<file path="config.mk">
export PLATFORM = sky130hd
export DESIGN_NAME = cc_sequencer_flat
export DESIGN_NICKNAME = d
export VERILOG_FILES = /design/src/rtl/cc_sequencer_if.sv /design/src/rtl/cc_sequencer.sv /design/src/flat_wrapper.sv
export SDC_FILE = /design/constraint.sdc
export NUM_CORES = 1
export LEC_CHECK = 0
export CAP_MARGIN = 20
export CORE_ASPECT_RATIO = 1.4
export CORE_UTILIZATION = 45
export DETAILED_ROUTE_END_ITERATION = 8
export GPL_TIMING_DRIVEN = 0
export PLACE_DENSITY = 0.68
export SYNTH_ARGS = -nofsm -noshare
export SYNTH_HDL_FRONTEND = slang
export SYNTH_SLANG_ARGS = --single-unit
</file>
<file path="constraint.sdc">
create_clock -name clk -period 3.73 [get_ports clk]
set_clock_uncertainty 0.05 [all_clocks]
set_input_delay 0.746 -clock clk [delete_from_list [all_inputs] [get_ports clk]]
set_output_delay 0.746 -clock clk [all_outputs]
set_load 0.05 [all_outputs]
</file>
<file path="src/rtl/cc_sequencer_if.sv">
// cc_sequencer_if: upstream pixel, pipeline issue/return and downstream pixel signals of the colour-convert sequencer
interface cc_sequencer_if #(
  parameter int PID_W = 19,
  parameter int RW = 4,
  parameter int GW = 5,
  parameter int BW = 4
);
  logic us_valid;
  logic [PID_W-1:0] us_pixelID;
  logic [31:0] us_red;
  logic [31:0] us_green;
  logic [31:0] us_blue;
  logic us_stall;
  logic mul_valid;
  logic [1:0] mul_chan;
  logic [31:0] mul_a;
  logic [31:0] res_int;
  logic ds_valid;
  logic [PID_W-1:0] ds_pixelID;
  logic [RW-1:0] ds_red;
  logic [GW-1:0] ds_green;
  logic [BW-1:0] ds_blue;
  logic ds_stall;
  modport slave (
    input us_valid, us_pixelID, us_red, us_green, us_blue, res_int, ds_stall,
    output us_stall, mul_valid, mul_chan, mul_a, ds_valid, ds_pixelID, ds_red, ds_green, ds_blue
  );
  modport master (
    output us_valid, us_pixelID, us_red, us_green, us_blue, res_int, ds_stall,
    input us_stall, mul_valid, mul_chan, mul_a, ds_valid, ds_pixelID, ds_red, ds_green, ds_blue
  );
endinterface

</file>
<file path="src/rtl/cc_sequencer.sv">
// cc_sequencer: credit-gated R/G/B issue into the shared convert pipeline, result saturation and pixel reassembly
module cc_sequencer #(
  parameter int PID_W = 19,
  parameter int LAT = 10,
  parameter int DEPTH = 4,
  parameter int RW = 4,
  parameter int GW = 5,
  parameter int BW = 4
) (
  input logic clk,
  input logic rst,
  cc_sequencer_if.slave bus
);
  localparam int CW = $clog2(DEPTH + 1);
  localparam int PW = (DEPTH > 1) ? $clog2(DEPTH) : 1;
  localparam int EW = PID_W + RW + GW + BW;
  typedef enum logic [1:0] {IDLE, R, G, B} state_t;
  state_t state_q, state_d;
  logic [CW-1:0] credits_q, credits_d;
  logic [31:0] green_q, green_d, blue_q, blue_d, mul_a_q, mul_a_d;
  logic mul_valid_q, mul_valid_d;
  logic [1:0] mul_chan_q, mul_chan_d;
  logic [2:0] sr_q [LAT];
  logic [2:0] sr_d [LAT];
  logic [RW-1:0] red_hold_q, red_hold_d;
  logic [GW-1:0] green_hold_q, green_hold_d;
  logic [PID_W-1:0] tag_q [DEPTH];
  logic [PID_W-1:0] tag_d [DEPTH];
  logic [PW-1:0] tag_wr_q, tag_wr_d, tag_rd_q, tag_rd_d;
  logic [CW-1:0] tag_cnt_q, tag_cnt_d;
  logic [EW-1:0] of_q [DEPTH];
  logic [EW-1:0] of_d [DEPTH];
  logic [PW-1:0] of_wr_q, of_wr_d, of_rd_q, of_rd_d;
  logic [CW-1:0] of_cnt_q, of_cnt_d;
  logic accept, pop, res_v, push_px;
  logic [1:0] res_chan;
  function automatic logic [31:0] sat(input logic [31:0] v, input int w);
    logic [31:0] mx;
    mx = (32'd1 << w) - 32'd1;
    return v[31] ? 32'd0 : (v > mx ? mx : v);
  endfunction
  function automatic logic [PW-1:0] nxt(input logic [PW-1:0] p);
    return (p == PW'(DEPTH - 1)) ? '0 : p + 1'b1;
  endfunction
  assign bus.us_stall = !((state_q == IDLE || state_q == B) && credits_q != '0);
  assign accept = bus.us_valid && !bus.us_stall;
  assign pop = of_cnt_q != '0 && !bus.ds_stall;
  assign res_v = sr_q[LAT-1][2];
  assign res_chan = sr_q[LAT-1][1:0];
  assign push_px = res_v && res_chan == 2'd2;
  always_comb begin
    state_d = accept ? R : state_q == R ? G : state_q == G ? B : IDLE;
    credits_d = credits_q - CW'(accept) + CW'(pop);
    green_d = accept ? bus.us_green : green_q;
    blue_d = accept ? bus.us_blue : blue_q;
    mul_valid_d = state_d != IDLE;
    mul_chan_d = state_d == R ? 2'd0 : state_d == G ? 2'd1 : state_d == B ? 2'd2 : mul_chan_q;
    // red goes straight from the upstream bus, it is issued on the cycle right after accept
    mul_a_d = accept ? bus.us_red : state_d == G ? green_q : state_d == B ? blue_q : mul_a_q;
    sr_d[0] = {mul_valid_q, mul_chan_q};
    for (int i = 1; i < LAT; i++) sr_d[i] = sr_q[i-1];
    red_hold_d = (res_v && res_chan == 2'd0) ? RW'(sat(bus.res_int, RW)) : red_hold_q;
    green_hold_d = (res_v && res_chan == 2'd1) ? GW'(sat(bus.res_int, GW)) : green_hold_q;
    tag_d = tag_q;
    if (accept) tag_d[tag_wr_q] = bus.us_pixelID;
    tag_wr_d = accept ? nxt(tag_wr_q) : tag_wr_q;
    tag_rd_d = push_px ? nxt(tag_rd_q) : tag_rd_q;
    tag_cnt_d = tag_cnt_q + CW'(accept) - CW'(push_px);
    of_d = of_q;
    if (push_px) of_d[of_wr_q] = {tag_q[tag_rd_q], red_hold_q, green_hold_q, BW'(sat(bus.res_int, BW))};
    of_wr_d = push_px ? nxt(of_wr_q) : of_wr_q;
    of_rd_d = pop ? nxt(of_rd_q) : of_rd_q;
    of_cnt_d = of_cnt_q + CW'(push_px) - CW'(pop);
  end
  always_ff @(posedge clk or negedge rst) begin
    if (!rst) begin
      state_q <= IDLE;
      credits_q <= CW'(DEPTH);
      green_q <= '0;
      blue_q <= '0;
      mul_valid_q <= 1'b0;
      mul_chan_q <= '0;
      mul_a_q <= '0;
      sr_q <= '{default: '0};
      red_hold_q <= '0;
      green_hold_q <= '0;
      tag_q <= '{default: '0};
      tag_wr_q <= '0;
      tag_rd_q <= '0;
      tag_cnt_q <= '0;
      of_q <= '{default: '0};
      of_wr_q <= '0;
      of_rd_q <= '0;
      of_cnt_q <= '0;
    end else begin
      state_q <= state_d;
      credits_q <= credits_d;
      green_q <= green_d;
      blue_q <= blue_d;
      mul_valid_q <= mul_valid_d;
      mul_chan_q <= mul_chan_d;
      mul_a_q <= mul_a_d;
      sr_q <= sr_d;
      red_hold_q <= red_hold_d;
      green_hold_q <= green_hold_d;
      tag_q <= tag_d;
      tag_wr_q <= tag_wr_d;
      tag_rd_q <= tag_rd_d;
      tag_cnt_q <= tag_cnt_d;
      of_q <= of_d;
      of_wr_q <= of_wr_d;
      of_rd_q <= of_rd_d;
      of_cnt_q <= of_cnt_d;
    end
  end
  assign bus.mul_valid = mul_valid_q;
  assign bus.mul_chan = mul_chan_q;
  assign bus.mul_a = mul_a_q;
  assign bus.ds_valid = of_cnt_q != '0;
  assign {bus.ds_pixelID, bus.ds_red, bus.ds_green, bus.ds_blue} = of_q[of_rd_q];
  // credits bound pixels in flight plus buffered to DEPTH, so none of these can fire
  a_of_full: assert property (@(posedge clk) disable iff (!rst) !(push_px && of_cnt_q == CW'(DEPTH)));
  a_tag_empty: assert property (@(posedge clk) disable iff (!rst) !(push_px && tag_cnt_q == '0));
  a_tag_full: assert property (@(posedge clk) disable iff (!rst) !(accept && tag_cnt_q == CW'(DEPTH)));
  a_credits: assert property (@(posedge clk) disable iff (!rst) credits_q <= CW'(DEPTH));
endmodule

</file>
<file path="src/flat_wrapper.sv">
// flat-port wrapper written by rule: the top's interface ports become plain ports
module cc_sequencer_flat 
#(
  parameter int PID_W = 19,
  parameter int LAT = 10,
  parameter int DEPTH = 4,
  parameter int RW = 4,
  parameter int GW = 5,
  parameter int BW = 4
)
  (clk, rst, bus_us_valid, bus_us_pixelID, bus_us_red, bus_us_green, bus_us_blue, bus_res_int, bus_ds_stall, bus_us_stall, bus_mul_valid, bus_mul_chan, bus_mul_a, bus_ds_valid, bus_ds_pixelID, bus_ds_red, bus_ds_green, bus_ds_blue);
  cc_sequencer_if #(.PID_W(PID_W), .RW(RW), .GW(GW), .BW(BW)) bus_i ();
  input logic clk;
  input logic rst;
  input wire logic [$bits(bus_i.us_valid)-1:0] bus_us_valid;
  input wire logic [$bits(bus_i.us_pixelID)-1:0] bus_us_pixelID;
  input wire logic [$bits(bus_i.us_red)-1:0] bus_us_red;
  input wire logic [$bits(bus_i.us_green)-1:0] bus_us_green;
  input wire logic [$bits(bus_i.us_blue)-1:0] bus_us_blue;
  input wire logic [$bits(bus_i.res_int)-1:0] bus_res_int;
  input wire logic [$bits(bus_i.ds_stall)-1:0] bus_ds_stall;
  output wire logic [$bits(bus_i.us_stall)-1:0] bus_us_stall;
  output wire logic [$bits(bus_i.mul_valid)-1:0] bus_mul_valid;
  output wire logic [$bits(bus_i.mul_chan)-1:0] bus_mul_chan;
  output wire logic [$bits(bus_i.mul_a)-1:0] bus_mul_a;
  output wire logic [$bits(bus_i.ds_valid)-1:0] bus_ds_valid;
  output wire logic [$bits(bus_i.ds_pixelID)-1:0] bus_ds_pixelID;
  output wire logic [$bits(bus_i.ds_red)-1:0] bus_ds_red;
  output wire logic [$bits(bus_i.ds_green)-1:0] bus_ds_green;
  output wire logic [$bits(bus_i.ds_blue)-1:0] bus_ds_blue;
  assign bus_i.us_valid = bus_us_valid;
  assign bus_i.us_pixelID = bus_us_pixelID;
  assign bus_i.us_red = bus_us_red;
  assign bus_i.us_green = bus_us_green;
  assign bus_i.us_blue = bus_us_blue;
  assign bus_i.res_int = bus_res_int;
  assign bus_i.ds_stall = bus_ds_stall;
  assign bus_us_stall = bus_i.us_stall;
  assign bus_mul_valid = bus_i.mul_valid;
  assign bus_mul_chan = bus_i.mul_chan;
  assign bus_mul_a = bus_i.mul_a;
  assign bus_ds_valid = bus_i.ds_valid;
  assign bus_ds_pixelID = bus_i.ds_pixelID;
  assign bus_ds_red = bus_i.ds_red;
  assign bus_ds_green = bus_i.ds_green;
  assign bus_ds_blue = bus_i.ds_blue;
  cc_sequencer #(.PID_W(PID_W), .LAT(LAT), .DEPTH(DEPTH), .RW(RW), .GW(GW), .BW(BW)) u_core (.clk(clk), .rst(rst), .bus(bus_i));
endmodule
</file>
==> Word-level counts from Yosys, hierarchy flattened <==
Index checks and enable logic that the tools add are counted.
{ "totals": {"register_bits": 358, "input_bits": 151, "out_inout_bits": 69} }
{ "op_classes": {"n_addsub": 8, "order_cmp": 8, "n_eq_ne": 12, "muxes": 29, "bitwise_logic": 4, "reduce_logical": 18} }
{ "op_table": {"columns": ["operator", "n"], "rows": [
  ["32-bit 2-to-1 mux", 6],
  ["128-bit bitwise mux", 1],
  ["76-bit bitwise mux", 1],
  ["32-bit binary-select mux with 2-bit select", 1],
  ["32-bit demux with 2-bit select", 1],
  ["19-bit 2-to-1 mux", 3],
  ["19-bit binary-select mux with 2-bit select", 1],
  ["19-bit demux with 2-bit select", 1],
  ["32-bit by 4-bit greater-than comparator with 1-bit output (second input constant)", 1],
  ["32-bit by 5-bit greater-than comparator with 1-bit output (second input constant)", 1],
  ["2-bit 2-to-1 mux", 10],
  ["2-bit == test (second input constant)", 9],
  ["3-bit greater-or-equal comparator (second input constant)", 4],
  ["2-bit inverter with 3-bit output", 4],
  ["3-bit nonzero test", 4],
  ["5-bit 2-to-1 mux", 2],
  ["2-bit by 1-bit adder with 2-bit output (second input constant)", 4],
  ["1-bit logical AND", 8],
  ["4-bit 2-to-1 mux", 2],
  ["3-bit by 1-bit adder with 3-bit output", 2],
  ["2-bit by 1-bit == test with 1-bit output (second input constant)", 3],
  ["3-bit by 1-bit < comparator with 1-bit output (second input constant)", 2],
  ["3-bit by 1-bit subtractor with 3-bit output", 2],
  ["2-bit logical NOT", 2],
  ["3 further kinds", 4]
]} }

==> Depth between registers and ports, before layout <==
{ "logic_depth": {"word_depth": 9, "depth_mapped": 15} }

==> Worst setup path after synthesis <==
No wires, ideal clock.
{ "synth_timing": {"path_kind": "register to register", "start": "reg u_core.credits_q[1]", "end": "reg u_core.credits_q[2]", "arrival_time_ps": 3064, "required_time_ps": 3605, "setup_slack_ps": 541, "path_stages_with_launch": 13, "path_buffers": 2, "period_less_slack_ps": 3189, "path_cell_list": "dfrtp_1 o31ai_2 or2_4 inv_4 buf_6 buf_2 ha_1 inv_1 ha_1 inv_1 fa_1 xnor2_1 xnor2_1"} }
{ "synth_between": {"elab_chain_cells": 5} }
{ "synth_lines": {"columns": ["item", "line", "rtl"], "rows": [
  ["start, declared", "cc_sequencer.sv:19", "logic [CW-1:0] credits_q, credits_d;"],
  ["start signal, assigned", "cc_sequencer.sv:78", "credits_q <= CW'(DEPTH);"],
  ["start signal, assigned", "cc_sequencer.sv:97", "credits_q <= credits_d;"],
  ["3-bit nonzero test", "cc_sequencer.sv:45", "assign bus.us_stall = !((state_q == IDLE || state_q == B) && credits_q != '0);"],
  ["1-bit logical AND", "cc_sequencer.sv:45", null],
  ["1-bit logical AND", "cc_sequencer.sv:46", "assign accept = bus.us_valid && !bus.us_stall;"],
  ["named net u_core.accept", "cc_sequencer.sv:35", "logic accept, pop, res_v, push_px;"],
  ["3-bit by 1-bit subtractor with 3-bit output", "cc_sequencer.sv:53", "credits_d = credits_q - CW'(accept) + CW'(pop);"],
  ["3-bit by 1-bit adder with 3-bit output", "cc_sequencer.sv:53", null],
  ["named net u_core.credits_d[2]", "cc_sequencer.sv:19", null]
]} }
The timed path passes the listed nets, and every way through them passes these cells.
A chain may end at the register's enable or synchronous reset.

==> Worst setup path in the final report <==
{ "layout_timing": {"start": "reg u_core.of_rd_q[0]", "end": "out bus_ds_pixelID[2]"} }
{ "layout_between": {"elab_chain_cells": 4} }
{ "layout_lines": {"columns": ["item", "line", "rtl"], "rows": [
  ["start, declared", "cc_sequencer.sv:33", "logic [PW-1:0] of_wr_q, of_wr_d, of_rd_q, of_rd_d;"],
  ["start signal, assigned", "cc_sequencer.sv:112", "of_rd_q <= of_rd_d;"],
  ["2-bit inverter with 3-bit output (not written as such)", "cc_sequencer.sv:120", "assign {bus.ds_pixelID, bus.ds_red, bus.ds_green, bus.ds_blue} = of_q[of_rd_q];"],
  ["32-bit binary-select mux with 2-bit select", "cc_sequencer.sv:120", null],
  ["32-bit 2-to-1 mux (not written as such) (2 in a row)", "cc_sequencer.sv:120", null],
  ["end, declared", "flat_wrapper.sv:27", "output wire logic [$bits(bus_i.ds_pixelID)-1:0] bus_ds_pixelID;"]
]} }
Every way passes these cells. The select of a mux whose other input is x is not followed.

==> results.txt <==
----------------------------------------------------
[Logic synthesis]
  Count of flip-flops with a built-in enable after synthesis ... 0
  Asr flop ratio synth ... 100.0%
  Synthesized cell area ... 15130 sq um
  Register area share after synthesis ... 59.21%
  Syn Inst Count ... roughly 1100
  Yosys Warn Count ... 0
  Flops & latches, synth ... 358
  Cell with the most instances after synthesis ... dfrtp_1
  Share of the synthesized area in the top cell type ... 59.03%
  Mean post-synth cell area ... ~14 sq um
  Post-synthesis cell type count ... 37
  Cell type with the highest aggregate area in the netlist ... dfrtp_1
  Synthesized Nets ... around 1300
  Top cells by count, synth ... dfrtp_1 (357), nand2_1 (204), mux2_2 (194)
  Largest cells by area after synthesis ... dfrtp_1 (59%), mux2_2 (14%), mux4_2 (7.6%), nand2_1 (5.1%), a221o_1 (2.1%)
  Leading register cell type out of synthesis ... dfrtp_1

[GRT]
  Number of global-route vias before repair ... 10490
  Antenna violations before repair ... 2
  Total track usage ... 21.05%
  Total overflow reported by the global router ... 0
  Largest net degree at the start of global routing ... 110
  Wire length of the first global-routing pass ... between 50000 and 60000 um

[Die]
  Core box area ... 33210 sq um
  I/O pin total ... 220
  Site row count ... 79
  Die Outline Area ... 34380 sq um
  Starting density of the core ... 45.57%
  Die Width ... 157.0 um
  Floorplan die height ... 219.0 um

[Timing]
  Endpoints failing setup ... 0
  Slew headroom ... roughly 52%
  Final period util ... 95.08%
  Transition time of the tightest slew-check pin ... ~0.72 ns
  Post-route setup slack ... around 0.18 ns
  Tmin final ... 3.547 ns
  RSZ-0062 raised after global routing ... false
  Maximum frequency from static timing analysis ... 282.0 MHz
  Final Max Slew Viols ... 0
  Hold Violations, Final ... 0

[Layout]
  Final instance area ... 19210 sq um
  Area growth, synth to finish ... 26.92%
  NumNets Final ... 1536
  Fraction of layout cells with a size suffix above 1 ... between 20% and 30%
  Antenna diode count ... 0

[Detailed routing]
  Wire length per cell after detailed routing ... 18.48 um
  Via count ... 9588
  Detailed-routing iteration count for the pre-antenna-repair pass ... 4
  Initial detailed-routing violation count ... 345
  Post-DRT Antenna Nets ... 0
  Average via count per standard cell ... 5.219
  Total routed wirelength ... between 30000 and 40000 um
  DRC viols ... 0

[Placement]
  PortBufs ... 218
  Cell Area, Placed ... 17960 sq um
  Global placement routability congestion ... approximately 0.8
  Worst slack at placement ... 0.2115 ns
  Detailed placement HPWL ... 23980 um

[Worst setup path]
  Startpoint Class ... register
  Critical path, cell by cell ... buf_2, clkbuf_4, mux4_2, clkdlybuf4s50_1
  Start point of the critical path ... u_core.of_rd_q[0]
  Master of the slowest instance on the critical path ... clkdlybuf4s50_1
  Critical setup path kind ... register to output pin
  Worst Path Max Fanout ... 10
  Arrival time at the worst endpoint ... 2.75 ns
  Worst-case register-to-register setup slack ... 0.56 ns
  WP data required ... 2.93 ns
  Reg-to-reg startpoint ... u_core.state_q[1]
  Largest stage delay on the critical path ... around 0.73 ns
  Kind of end point of the critical path ... output pin

[Job]
  Count of max-cap constraint violations ... 0

[CTS]
  H-tree depth ... 2
  Num CTS Buffers ... 37
  Clock latency at the later pin of the worst-skew pair ... between 0.5 and 0.6 ns
  Clock-pin slew reported for the worst setup and hold paths after clock tree synthesis ... 0.06 ns
  CTS max path bufs ... 3
  Gates resized, CTS repair ... 2
  Number of sinks on the clock net ... 358
  Root buffer selected by CTS ... clkbuf_16
  TritonCTS clock tree ... done
  Number of hold buffers added after CTS ... 0
  Number of setup buffers added after CTS ... 0

[Power]
  Total power density per cell area ... around 1000 nW/um^2
  Leakage power total ... 0.008596 uW
  Sequential power share ... 34.2%
  Switching share of power ... 38.52%
  Internal power of the cells ... 12190 uW
  Maximum VDD drop ... between 0.5 and 0.6 mV
  Switch Pwr ... roughly 7600 uW
  Combinational share of power ... a little under half
  Clock network fraction of design power ... around a fifth

[Hold path]
  Type of the most critical hold path ... input pin to async pin

[Run status]
  Run status ... completed

----------------------------------------------------
[routing by layer]
layer	part of all wire, %	up-vias	global-route usage [%]	wire length [um]
li1	-	4423	-	-
met1	39	4833	25.09	13300
met2	52	264	37.30	17640
met3	6.2	64	5.016	2116
met4	2.5	4	6.503	860
met5	0.088	-	0	30
[layout make-up]
cell class / instances / area (sq um)
fill: 2793 / 14000
sequential: 358 / 8960
multi-input combinational: 663 / 5720
timing repair buffer: 221 / 2272
clock buffer: 54 / 1092
tap: 445 / 556.8
buffer: 66 / 387.9
clock inverter: 11 / 143.9
inverter: 19 / 73.82
[power by group through the flow]
stage / clock network, uW / registers, uW / logic [uW]
2_1_floorplan: 0 / 7120 / 6230
3_3_place_gp: 0 / 6780 / 9200
3_5_place_dp: 0 / 6840 / 9410
4_1_cts: 3850 / 6780 / 9440
5_1_grt: 4000 / 7020 / 10100
6_report: 3750 / 6770 / 9310
[cell families after synthesis]
kind of cell | Yosys count | share of synthesized area, %
xor+xnor | 4 | 0.2315
compound gates | 86 | 4.134
fa+ha+maj | 19 | 1.670
buf+inv | 85 | 2.993
flops | 358 | 59.21
mux | 277 | 24.14
simple gates | 277 | 7.623
[path summary, 6_finish.rpt]
path,end,depth (start not counted)
worst min register to register,u_core.sr_d[4],0
max in group asynchronous,u_core.bus.mul_a[21],2
worst min-delay path,u_core.of_q[69],1
worst max-delay path,bus_ds_pixelID[2],4
worst max register to register,u_core.credits_q[2],14
min in group clk,u_core.sr_d[4],0
[critical path, delay by kind of cell (launching register included)]
| kind | cells | cell delay [ns] |
|---|---|---|
| buffers and inverters | 3 | 1.29 |
| flip-flops | 1 | 0.34 |
| multiplexers | 1 | 0.57 |
[through the flow]
stage / utilization [%] / hold slack [ns] / TNS (ns) / cells / total power (uW)
floorplan: - / 0.2812 / 0 / 1106 / 13350
global placement: 53.81 / 0.2827 / -4839.73 / 1769 / 15980
detailed placement: 54.08 / 0.2847 / 0 / 1772 / 16250
CTS: 57.81 / 0.1336 / 0 / 1837 / 20070
global route: 57.83 / 0.1438 / 0 / 1837 / 21100
finish: 57.83 / 0.1248 / 0 / 1837 / 19830
[registers in the layout, summed over array words and instances, names as in the netlist]
| signal | flops |
|---|---|
| u_core.sr_d | 27 |
| u_core.of_wr_q | 2 |
| u_core.of_rd_q | 2 |
| u_core.res_v | 1 |
| u_core.of_q | 128 |
| u_core.tag_wr_q | 2 |
| u_core.blue_q | 32 |
| u_core.bus.mul_chan | 2 |
| u_core.credits_q | 3 |
| u_core.state_q | 2 |
| u_core.res_chan | 2 |
| u_core.bus.mul_valid | 1 |
| u_core.of_cnt_q | 3 |
| u_core.bus.mul_a | 32 |
| u_core.tag_q | 76 |
| u_core.green_q | 32 |
| u_core.green_hold_q | 5 |
| u_core.red_hold_q | 4 |
| u_core.tag_rd_q | 2 |
[cell usage in the layout (no fill, tap or decap), types with 7 or more instances in the layout]
cell	Yosys	routed
a221o_1	32	32
clkbuf_1	11	17
a21oi_1	8	8
nor2_1	46	46
buf_6	8	8
mux2i_1	32	32
a31oi_1	20	20
mux4_2	51	51
clkbuf_16	0	39
dfrtp_1	357	357
o21ai_0	24	24
clkdlybuf4s50_1	0	216
buf_2	42	40
inv_1	18	18
mux2_2	194	194
ha_1	17	17
nand2_1	204	204
nor4_1	7	7
No activity file was read; power rests on OpenSTA's default activity.
